<file path="config.mk">
export PLATFORM = sky130hd
export DESIGN_NAME = circular_bist_ctrl
export DESIGN_NICKNAME = d
export VERILOG_FILES = /design/src/rtl/circular_bist_ctrl.sv
export SDC_FILE = /design/constraint.sdc
export NUM_CORES = 1
export LEC_CHECK = 0
export CORE_UTILIZATION = 49
export CTS_CLUSTER_SIZE = 40
export DETAILED_ROUTE_END_ITERATION = 10
export PLACE_DENSITY = 0.75
export RECOVER_POWER = 50
export SLEW_MARGIN = 20
export SYNTH_ARGS = -nofsm -noshare
export SYNTH_HDL_FRONTEND = slang
export SYNTH_SLANG_ARGS = --single-unit
</file>
<file path="constraint.sdc">
create_clock -name clock -period 2.2 [get_ports clock]
set_clock_uncertainty 0.1 [all_clocks]
set_input_delay 0.44 -clock clock [delete_from_list [all_inputs] [get_ports clock]]
set_output_delay 0.44 -clock clock [all_outputs]
set_load 0.05 [all_outputs]
</file>
<file path="src/rtl/circular_bist_ctrl.sv">
// Circular-BIST controller: drives the CUT from a rotating test register and folds CUT outputs back into it.
// Latency: TEST_CYCLES+3 edges from start to bist_end; no backpressure, start is ignored while busy.
module circular_bist_ctrl #(
    parameter int              N_IN        = 4,
    parameter int              N_OUT       = 4,
    parameter logic [N_IN-1:0] SEED        = N_IN'(1),
    parameter int              TEST_CYCLES = 255,
    parameter logic [N_IN-1:0] GOLDEN      = '0
) (
    input  logic            clock,
    input  logic            reset,
    input  logic [N_IN-1:0] func_in,
    output logic [N_IN-1:0] cut_in,
    input  logic [N_OUT-1:0] cut_out,
    input  logic            bist_start,
    input  logic            capture_mode,
    output logic            bist_busy,
    output logic            bist_end,
    output logic            pass_fail,
    output logic [N_IN-1:0] signature
);

    localparam int CNT_W = $clog2(TEST_CYCLES + 1);
    localparam logic [CNT_W-1:0] LAST_CNT = CNT_W'(TEST_CYCLES - 1);

    localparam logic [2:0] ST_IDLE    = 3'd0;
    localparam logic [2:0] ST_INIT    = 3'd1;
    localparam logic [2:0] ST_RUN     = 3'd2;
    localparam logic [2:0] ST_COMPARE = 3'd3;
    localparam logic [2:0] ST_DONE    = 3'd4;

    logic [2:0]       state_q, state_d;
    logic [N_IN-1:0]  t_q, t_d;
    logic [CNT_W-1:0] cnt_q, cnt_d;
    logic             cap_q, cap_d;
    logic             pass_q, pass_d;
    logic [N_IN-1:0]  sig_q, sig_d;
    logic [N_IN-1:0]  fb;

    // Outputs wider than the register fold back modulo N_IN.
    always_comb begin
        fb = '0;
        for (int j = 0; j < N_OUT; j++) begin
            fb[j % N_IN] = fb[j % N_IN] ^ cut_out[j];
        end
    end

    always_comb begin
        state_d = state_q;
        t_d     = t_q;
        cnt_d   = cnt_q;
        cap_d   = cap_q;
        pass_d  = pass_q;
        sig_d   = sig_q;
        case (state_q)
            ST_IDLE, ST_DONE: begin
                if (bist_start) begin
                    state_d = ST_INIT;
                    cap_d   = capture_mode;
                    pass_d  = 1'b0;
                end
            end
            ST_INIT: begin
                t_d     = SEED;
                cnt_d   = '0;
                state_d = ST_RUN;
            end
            ST_RUN: begin
                t_d   = {t_q[N_IN-2:0], t_q[N_IN-1]} ^ fb;
                cnt_d = cnt_q + CNT_W'(1);
                if (cnt_q == LAST_CNT) begin
                    state_d = ST_COMPARE;
                end
            end
            ST_COMPARE: begin
                sig_d   = t_q;
                pass_d  = (t_q == GOLDEN) | cap_q;
                state_d = ST_DONE;
            end
            default: state_d = ST_IDLE;
        endcase
    end

    always_ff @(posedge clock or negedge reset) begin
        if (!reset) begin
            state_q <= ST_IDLE;
            t_q     <= '0;
            cnt_q   <= '0;
            cap_q   <= 1'b0;
            pass_q  <= 1'b0;
            sig_q   <= '0;
        end else begin
            state_q <= state_d;
            t_q     <= t_d;
            cnt_q   <= cnt_d;
            cap_q   <= cap_d;
            pass_q  <= pass_d;
            sig_q   <= sig_d;
        end
    end

    assign cut_in    = (state_q == ST_RUN) ? t_q : func_in;
    assign bist_busy = (state_q == ST_INIT) || (state_q == ST_RUN) || (state_q == ST_COMPARE);
    assign bist_end  = (state_q == ST_DONE);
    assign pass_fail = pass_q;
    assign signature = sig_q;

endmodule
</file>
== After elaboration in Yosys (flattened, before gate mapping) ==
Index checks and enable logic that the tools add are counted.

* Bits in registers: 21
* Input port bits: 12
* Output and inout bits: 11
* Logic and storage cells: 34

* $add $sub $neg: 1
* Equality and inequality tests: 7
* Mux-type cells: 8
* Bitwise logic cells: 2
* Reductions and logical operators: 10

{| class="wikitable"
|+ Operators with widths
! operator !! count
|-
| $pmux W8 S2 || 1
|-
| $pmux W3 S4 || 1
|-
| $add A8 B1 Y8 const B || 1
|-
| $eq A8 B8 Y1 const B || 1
|-
| $pmux W4 S2 || 1
|-
| $eq A3 B2 Y1 const B || 2
|-
| $mux W3 || 2
|-
| $reduce_and A2 Y1 || 3
|-
| $logic_not A4 Y1 || 1
|-
| $mux W4 || 1
|-
| $ne A2 B2 Y1 const B || 2
|-
| $reduce_bool A2 Y1 || 2
|-
| $xor A4 B4 Y4 || 1
|-
| $eq A3 B1 Y1 const B || 1
|-
| $eq A3 B3 Y1 const B || 1
|-
| $logic_not A3 Y1 || 1
|-
| $logic_or A1 B1 Y1 || 2
|-
| $pmux W1 S2 || 1
|-
| $reduce_or A2 Y1 || 1
|-
| $mux W1 || 1
|-
| $or A1 B1 Y1 || 1
|}

== Longest topological paths before layout ==
Gate-level depths: netlist of the first run.

* Word-level depth: 4
* Depth in mapped cells: 5
* Depth with buffers taken out: 5

== Worst setup path before layout of the first run ==
No wires, ideal clock.

* Kind: flip-flop to output port
* Start: register state_q[2]
* End: output cut_in[0]
* Arrival time: 1.425 ns
* Required time: 1.660 ns
* Path slack: 0.235 ns
* Stages on the path, launching flop included: 4
* Buffers on the path: 1
* Path through: dfrtp_1 buf_2 nor3b_2 mux2_2

* Longest elaborated chain between the ends: 2

{| class="wikitable"
|+ RTL lines
! item !! RTL line !! source
|-
| start, declared || 32 || <nowiki>logic [2:0] state_q, state_d;</nowiki>
|-
| start signal, assigned || 93 || <nowiki>state_q <= state_d;</nowiki>
|-
| $eq A3 B2 Y1 || 102 || <nowiki>assign cut_in = (state_q == ST_RUN) ? t_q : func_in;</nowiki>
|-
| $mux W4 || 102 ||
|-
| end, declared || 13 || <nowiki>output logic [N_IN-1:0] cut_in,</nowiki>
|}

Every way passes these cells.

== Final worst setup path of the first run ==
* Start: register state_q[0]
* End: output cut_in[3]

The elaborated chain is that of the path after synthesis.

==> impl_metrics.toml, run 1 <==
[synthesis]
synth_top_area_cell = "dfrtp_1"
synth_seq_area_share_pct = 49.1
synth_xor_area_share_pct = 4.09
synth-seq-cells = 21
ys_warn_count = 0
synth_area_per_cell_um2 = 11.0
syn-num-nets = 111
syn_inst = 97
synthMuxAreaShare_pct = 10.4
synth_cell_types = 33
syn_area_um2 = 1070
yosys.area.top_type_share_pct = 49.1
yosys.area_share.simple_pct = 14.5
yosys.area_share.adder_pct = 2.34
synth_top_cells_by_area = "dfrtp_1 49%, mux2_2 9.5%, nand2_1 2.5%"
synth-compound-area-share_pct = 15.3
synth_top_family_by_area = "compound AO/OA/AOI/OAI gates"

[power]
leakage_nw = 0.641
ir_drop_mv = 1.27
p_per_area_nw_per_um2 = 1470

[clock_network]
ctsHoldBuffers = 0
worstSkewPairLatency_ns = 0.30
cts-htree-levels = 1
cts_root_buf = "clkbuf_4"
cts_inserted_buffers = 3
cts_tree = "yes"
cts_sinks = 21
clock_path_buffers = 2
path_clk_slew_ns = 0.11

[sta]
hold_viol = 0
finalSetupViolCount = 0
rsz0062_at_grt = "yes"
fin_crit_sh_pct = 99.0
fmax_mhz = 459
tns_ns = 0
worstMarginPinSlew_ns = 1.11
fin_crit_ns = 2.18
relSlewSlack_pct = 26.0
report.final.slew_viol_count = 0
whs_ns = 0.389

[hold_path]
hold_class = "reg -> reg"

[routing]
drt_iter0_drc = 17
vias = 855
routedWlPerCell_um = 15.1
antenna_left = 0
drcViolationCount = 0
routed_wl_um = 2340
firstDrtPassIters = 4
vias_per_cell = 5.52

[floorplan]
die_area_um2 = 2380
pin_count = 23
die_w_um = 48.8
row_count = 16
fp.coreArea_um2 = 2000
chipHeight_um = 48.8
initial_core_util_pct = 53.5

[place]
placed_area_um2 = 1330
dp_cells = 145
place_congestion = 0.775
hpwl_um = 1570
port_buffers = 22

[grt]
overflow = 0
grt_pass1_wl_um = 3910
antenna_found_initial = 0
grt_usage_pct = 22.0
grt_pass1_vias = 821
grt_max_degree = 22

[final_layout]
utilization_pct = 71.9
fin_area_um2 = 1440
layout_commonest_cell = "dfrtp_1"
seqCellArea_um2 = 529
layout-drive-gt1-share_pct = 23.4
nNetsFinal = 143
fillers = 151
layout_common_cells = "18 x dfrtp_1, 15 x clkdlybuf4s50_1, 7 x nand2_1, 7 x buf_4"
area_growth_pct = 34.3
antenna_cells = 0
instances_no_fill = 155
multiInputGateArea_um2 = 514

[critical_path]
critical_path_class = "reg -> out"
cp_max_fo = 4
critPathCaptureType = "output port"
cp.required_ns = 1.66
startpoint_type = "register"
crit_arrival_ns = 1.64

[run]
maxCapViolCount = 0

[run_status]
outcome = "completed"
[Yosys cell counts]
master and count:
or3b_4 1, nor2b_1 1, dfrtp_1 21, mux2_2 9
nand2_1 7, nor2_1 2, o211ai_1 1, o2bb2ai_1 1
or4_1 2, nand3_1 5, a21oi_1 2, or2_1 1
nand2b_1 2, buf_4 3, nand3b_1 1, mux2i_1 1
xnor2_1 2, a211oi_1 2, buf_2 1, o22ai_1 2
inv_1 5, and3_1 1, xor2_1 3, a31oi_1 4
ha_1 2, a21o_1 1, and4b_1 1, a22o_1 3
and4_1 1, nor3b_2 1, o21ai_0 5, a41oi_1 2
a2bb2oi_1 1
[path summary, 6_finish.rpt]
kind | start | end | slack [ns] | depth (start not counted)
worst max-delay path | state_q[0] | cut_in[3] | 0.02 | 3
worst min-delay path | cnt_q[7] | cnt_q[7] | 0.39 | 1
worst max register to register | state_q[0] | cnt_q[6] | 0.46 | 4
worst min register to register | cnt_q[7] | cnt_q[7] | 0.39 | 1
max in group asynchronous | reset | state_q[2] | 0.51 | 2
min in group asynchronous | reset | cnt_q[6] | 0.75 | 2
[flip-flops by register name, summed over array words and instances (netlist names)]
name and flops:
t_q 4, state_q 3, signature 4, pass_fail 1, cnt_q 8, cap_q 1
[stage by stage]
step	worst slack, ns	total power (W)
finish	0.0219	0.00211
global route	-0.0352	0.00224
global placement	0.278	0.00176
floorplan	0.235	0.00145
detailed placement	0.221	0.00178
CTS	0.00572	0.00205
[per-layer routing]
metal	vias to the layer above	global-route usage, %	routed length (um)
met4	0	8.82	34
met2	28	34.0	1160
met5	-	0	0
met3	4	4.09	83
met1	402	30.4	1060
li1	421	-	-
[cell type report]
cell class / instances / area share (%)
well taps: 27 / 2.35
clock buffers: 4 / 1.83
flip-flops and latches: 21 / 36.8
multi-input cells: 67 / 35.7
inverters: 5 / 1.30
repair buffers: 31 / 22.0
[kinds of logic after synthesis]
kind of cell | Yosys count
AO/OA/AOI/OAI | 24
multiplexers | 10
adder cells (fa/ha/maj) | 2
AND/OR/NAND/NOR | 26
XOR/XNOR | 5
flip-flops | 21
buffers and inverters | 9
[power breakdown]
part,total (W),switching [W],leakage (nW),internal (W)
sequential,0.000664,0.000142,0.266,0.000521
combinational,0.00126,0.000692,0.359,0.000572
clock,0.000183,0.000112,0.0150,0.0000707
[timing repair]
item / 4_1_cts / 5_1_grt
resized for setup: 5 / 9
pin swaps: 2 / 1
endpoints found under the setup margin: 4 / 4
setup buffers: 5 / 1
[critical path: stages, from the launching register on]
cell     delay (ns)
dfrtp_2        0.44
or3b_4         0.41
mux2_4         0.33
buf_12         0.15
No activity file was read; power rests on OpenSTA's default activity.
==> run 2: changes to the inputs <==
--- a/config.mk
+++ b/config.mk
@@ -5,10 +5,11 @@
 export SDC_FILE = /design/constraint.sdc
 export NUM_CORES = 1
 export LEC_CHECK = 0
-export CORE_UTILIZATION = 49
-export CTS_CLUSTER_SIZE = 40
+export ABC_AREA = 1
+export CORE_UTILIZATION = 50
+export CTS_CLUSTER_SIZE = 28
 export DETAILED_ROUTE_END_ITERATION = 10
-export PLACE_DENSITY = 0.75
+export PLACE_DENSITY = 0.76
 export RECOVER_POWER = 50
 export SLEW_MARGIN = 20
 export SYNTH_ARGS = -nofsm -noshare
==> run 2 against run 1 <==
Against the previous run:
- wire length fell by 7.1%
- sequential share of layout area fell by 0.10 points
- largest cell class unchanged
- critical endpoint is now cut_in[0]
- combinational power rose by 10%
- sequential cell count did not move
==> impl_metrics.toml, run 2 <==
[run_status]
outcome = "completed"

[clock_network]
worstSkewPairLatency_ns = 0.31
cts_inserted_buffers = 3
ctsHoldBuffers = 0
cts_post_setup_buffers_inserted = 0
cts_root_buf = "clkbuf_4"
clock_path_buffers = 2
cts-htree-levels = 1
path_clk_slew_ns = 0.12
cts_tree = "yes"
cts_sinks = 21
ctsResizeCount = 0

[power]
p_clk_share_pct = 8.6
pwr-share-comb_pct = 63.1
ir_drop_mv = 1.06
power.share.sequential_pct = 28.3
leakage_nw = 0.681
p_sw_share_pct = 50.8
p_int_w = 0.00108
finalPower_w = 0.00220
p_sw_w = 0.00112
p_per_area_nw_per_um2 = 1530

[sta]
fin_crit_sh_pct = 95.1
relSlewSlack_pct = 24.4
whs_ns = 0.391
fmax_mhz = 478
rsz0062_at_grt = "no"
fin_crit_ns = 2.09
finalSetupViolCount = 0
report.final.slew_viol_count = 0
tns_ns = 0
hold_viol = 0
worstMarginPinSlew_ns = 1.13

[hold_path]
whs_path_depth = 2
hold_end = "signature[0]"
hold_class = "reg -> reg"
worst_hold_startpoint = "signature[0]"

[critical_path]
slowest_stage = "dfrtp_1"
cp.required_ns = 1.66
startpoint_type = "register"
r2r-end = "pass_fail"
crit_arrival_ns = 1.55
critical_path_class = "reg -> out"
cp_top_family = "flip-flops"
slowest_delay_ns = 0.42
cp_max_fo = 16
critPathCaptureType = "output port"
rr_startpoint = "state_q[2]"
crit_chain = "inv_2 > nand3_4 > o21ai_1 > buf_12"
r2r_slack_ns = 0.87
critPathBufInv = 2
ff2ff_path_depth = 4

[final_layout]
seqCellArea_um2 = 526
layout-drive-gt1-share_pct = 16.3
multiInputGateArea_um2 = 508
top_register = "cnt_q"
nNetsFinal = 175
antenna_cells = 0
fillers = 172
largest_reg_flops = 8
layout_common_cells = "38 x nand2_1, 21 x dfrtp_1, 15 x inv_1, 15 x clkdlybuf4s50_1"
layout_commonest_cell = "nand2_1"
area_growth_pct = 26.8

[synthesis]
synth.most_common_cell = "nand2_1"
synth_edf_count = 0
synth_cell_types = 24
async_flop_share_pct = 100
syn_area_um2 = 1130
syn_inst = 135
synth-seq-cells = 21
ys_warn_count = 0
synth_seq_area_share_pct = 46.5
synth_ff_type = "dfrtp_1"
synth_top_cells_by_area = "dfrtp_1 47%, nand2_1 13%, inv_1 4.7%"
synth_area_per_cell_um2 = 8.37
synth_top_area_cell = "dfrtp_1"
syn-num-nets = 149
synth_commonest_cells = "38 x nand2_1, 21 x dfrtp_1, 14 x inv_1"
yosys.area.top_type_share_pct = 46.5

[routing]
routedWlPerCell_um = 11.6
vias_per_cell = 5.08
drcViolationCount = 0
routed_wl_um = 2180
firstDrtPassIters = 4
antenna_left = 0
drt_iter0_drc = 24
vias = 950

[grt]
grt_pass1_vias = 912
grt_usage_pct = 20.2
overflow = 0
grt_pass1_wl_um = 3800
grt_max_degree = 22
antenna_found_initial = 0

[floorplan]
fp.coreArea_um2 = 2040
pin_count = 23
initial_core_util_pct = 55.3
die_area_um2 = 2450
die_w_um = 49.5
chipHeight_um = 49.5
row_count = 16

[place]
place_congestion = 0.872
port_buffers = 22
hpwl_um = 1690

[run]
maxCapViolCount = 0
## run 2: worst reg2reg max path, stage by stage, from the launching register on
cell and delay (ns):
dfrtp_1 0.42, inv_2 0.13, nand3_1 0.31, nand3_1 0.20, nand2_1 0.06
## run 2: worst max path at each step
stage,start,to,depth (start not counted)
after floorplan,state_q[0],cut_in[0],4
after global placement,func_in[2],cut_in[2],4
after detailed placement,func_in[3],cut_in[3],4
after CTS,state_q[2],cut_in[0],4
after global routing,state_q[2],cut_in[1],4
final,state_q[2],cut_in[0],4
## run 2: layout make-up
cell class / count / share of cell area [%]
repair buffers: 23 / 18.1
clock buffers: 4 / 1.83
flip-flops and latches: 21 / 36.7
inverters: 20 / 5.59
multi-input cells: 92 / 35.5
well taps: 27 / 2.36
## run 2: cell families (layout without fill, tap and decap cells)
logic type	Yosys count	after routing	share of synthesized area, %
and+or+nand+nor	64	64	26.5
AOI/OAI and AO/OA	22	22	13.2
buffers and inverters	22	47	8.53
DFF	21	21	46.5
xor gates and xnor gates	4	4	3.10
adders and majority gates	2	2	2.21
## run 2: per-stage QoR
step                      setup slack, ns  area, um2  std cells  utilization (%)
after CTS                           0.112       1440        187             70.3
after global routing               0.0454       1430        187             70.2
after detailed placement            0.384       1410        183             69.1
after floorplan                     0.189       1130        135                -
final                               0.108       1430        187             70.2
after global placement              0.409       1410        183             69.1
## run 2: metal layers
layer / GRT usage, % / part of all wire (%)
met5: 0 / 0
met4: 7.14 / 1.6
met3: 2.78 / 2.9
met2: 33.6 / 48
met1: 26.6 / 48
## run 2: power groups by stage
| stage | combinational [W] | sequential, W | clock, W |
|---|---|---|---|
| floorplan | 0.000831 | 0.000768 | 0 |
| global placement | 0.00138 | 0.000624 | 0 |
| detailed placement | 0.00140 | 0.000631 | 0 |
| CTS | 0.00140 | 0.000624 | 0.000193 |
| global route | 0.00150 | 0.000642 | 0.000210 |
| finish | 0.00139 | 0.000623 | 0.000189 |
==> run 3: changes to the inputs <==
--- a/config.mk
+++ b/config.mk
@@ -10,7 +10,7 @@
 export CTS_CLUSTER_SIZE = 28
 export DETAILED_ROUTE_END_ITERATION = 10
 export PLACE_DENSITY = 0.76
-export RECOVER_POWER = 50
+export RECOVER_POWER = 25
 export SLEW_MARGIN = 20
 export SYNTH_ARGS = -nofsm -noshare
 export SYNTH_HDL_FRONTEND = slang
==> run 3 against run 2 <==
Against the previous run:
- clock power hardly changed
- largest power group unchanged
- combinational power hardly changed
- critical path depth stayed put
- via count is 1.5% higher
- sequential power hardly changed
- critical endpoint is now cut_in[1]
- global-route usage stayed put
- hold slack hardly changed
- sequential share of layout area stayed put
- final cell count stayed put
- cell area stayed put
- total power is 0.23% higher
- largest cell class unchanged
- fmax is 0.82% higher
==> impl_metrics.toml, run 3 (same netlist as run 2, synthesis figures left out) <==
[run_status]
outcome = "completed"

[sta]
fin_crit_sh_pct = 94.3
fmax_mhz = 482
relSlewSlack_pct = 24.3
rsz0062_at_grt = "no"
worstMarginPinSlew_ns = 1.14
hold_viol = 0
fin_crit_ns = 2.07
report.final.slew_viol_count = 0
finalSetupViolCount = 0
tns_ns = 0

[final_layout]
antenna_cells = 0
nNetsFinal = 175
area_growth_pct = 26.8
layout-drive-gt1-share_pct = 16.9
fillers = 172
layout_common_cells = "38 x nand2_1, 21 x dfrtp_1, 15 x clkdlybuf4s50_1"
top_register = "cnt_q"
layout_commonest_cell = "nand2_1"
fin_area_um2 = 1430
largest_reg_flops = 8

[grt]
overflow = 0
grt_pass1_vias = 912
grt_max_degree = 22
grt_usage_pct = 20.2
grt_pass1_wl_um = 3800
antenna_found_initial = 0

[hold_path]
hold_class = "reg -> reg"
worst_hold_startpoint = "signature[0]"

[clock_network]
ctsHoldBuffers = 0
worstSkewPairLatency_ns = 0.31
path_clk_slew_ns = 0.12
cts_inserted_buffers = 3
ctsResizeCount = 0
cts_tree = "yes"
cts-htree-levels = 1
clock_path_buffers = 2
cts_sinks = 21
cts_post_setup_buffers_inserted = 0
cts_root_buf = "clkbuf_4"

[floorplan]
pin_count = 23
die_w_um = 49.5
row_count = 16
die_area_um2 = 2450
initial_core_util_pct = 55.3
chipHeight_um = 49.5
fp.coreArea_um2 = 2040

[run]
maxCapViolCount = 0

[power]
leakage_nw = 0.680
p_per_area_nw_per_um2 = 1540
ir_drop_mv = 1.06

[critical_path]
critical_path_class = "reg -> out"
crit_arrival_ns = 1.53
critPathLaunch = "state_q[2]"
cp_max_fo = 16
critPathCaptureType = "output port"
rr_startpoint = "state_q[2]"
cp.required_ns = 1.66
startpoint_type = "register"

[routing]
drt_iter0_drc = 17
routed.top_layer = "met4"
drt-met1-wl_um = 1020
vias_per_cell = 5.16
firstDrtPassIters = 4
wl_met3_um = 89
vias = 964
antenna_left = 0
route.met2.wl_um = 1040
routed_wl_um = 2170
routedWlPerCell_um = 11.6
drcViolationCount = 0

[place]
port_buffers = 22
placed_area_um2 = 1410
place_congestion = 0.872
hpwl_um = 1690
run 3: cell count changes in the layout (fill, tap and decap cells not counted):
cell     change
o21ai_1      +1
inv_1        -1
o21ai_0      -1
inv_2        +1
run 3: final cells by class:
cell class,count,area [um2],area share [%]
sequential,21,526,36.7
multi-input combinational,92,508,35.5
inverter,20,80.1,5.59
timing repair buffer,23,259,18.1
tap,27,33.8,2.36
clock buffer,4,26.3,1.83
run 3: worst max-delay path: stages, from the launching register on:
cell	delay, ns
dfrtp_1	0.42
inv_2	0.13
nand3_4	0.21
o21ai_1	0.28
buf_12	0.17
run 3: report_power, final:
part	internal, W	switching, W	total, W
sequential	0.000519	0.000103	0.000623
combinational	0.000494	0.000897	0.00139
clock	0.0000709	0.000118	0.000189
run 3: through the flow:
stage,std cells,power [W],hold WS [ns],util [%],setup slack [ns]
finish,187,0.00220,0.391,70.2,0.125
global route,187,0.00235,0.428,70.2,0.0430
CTS,187,0.00222,0.360,70.3,0.112
detailed placement,183,0.00203,0.371,69.1,0.384
global placement,183,0.00200,0.369,69.1,0.409
floorplan,135,0.00160,0.0444,-,0.189
run 3: metal layers:
metal  up-vias  GRT usage, %
met3         4          2.78
met4         0          7.14
li1        481             -
met1       446          26.6
met2        33          33.6
met5         -             0
run 3: worst paths after layout:
path	cells past startpoint	to	slack [ns]
max in group asynchronous	2	pass_fail	0.57
setup / recovery	4	cut_in[1]	0.13
hold reg to reg	2	signature[0]	0.39
hold / removal	2	signature[0]	0.39
min in group asynchronous	2	cnt_q[0]	0.75
setup reg to reg	4	pass_fail	0.87
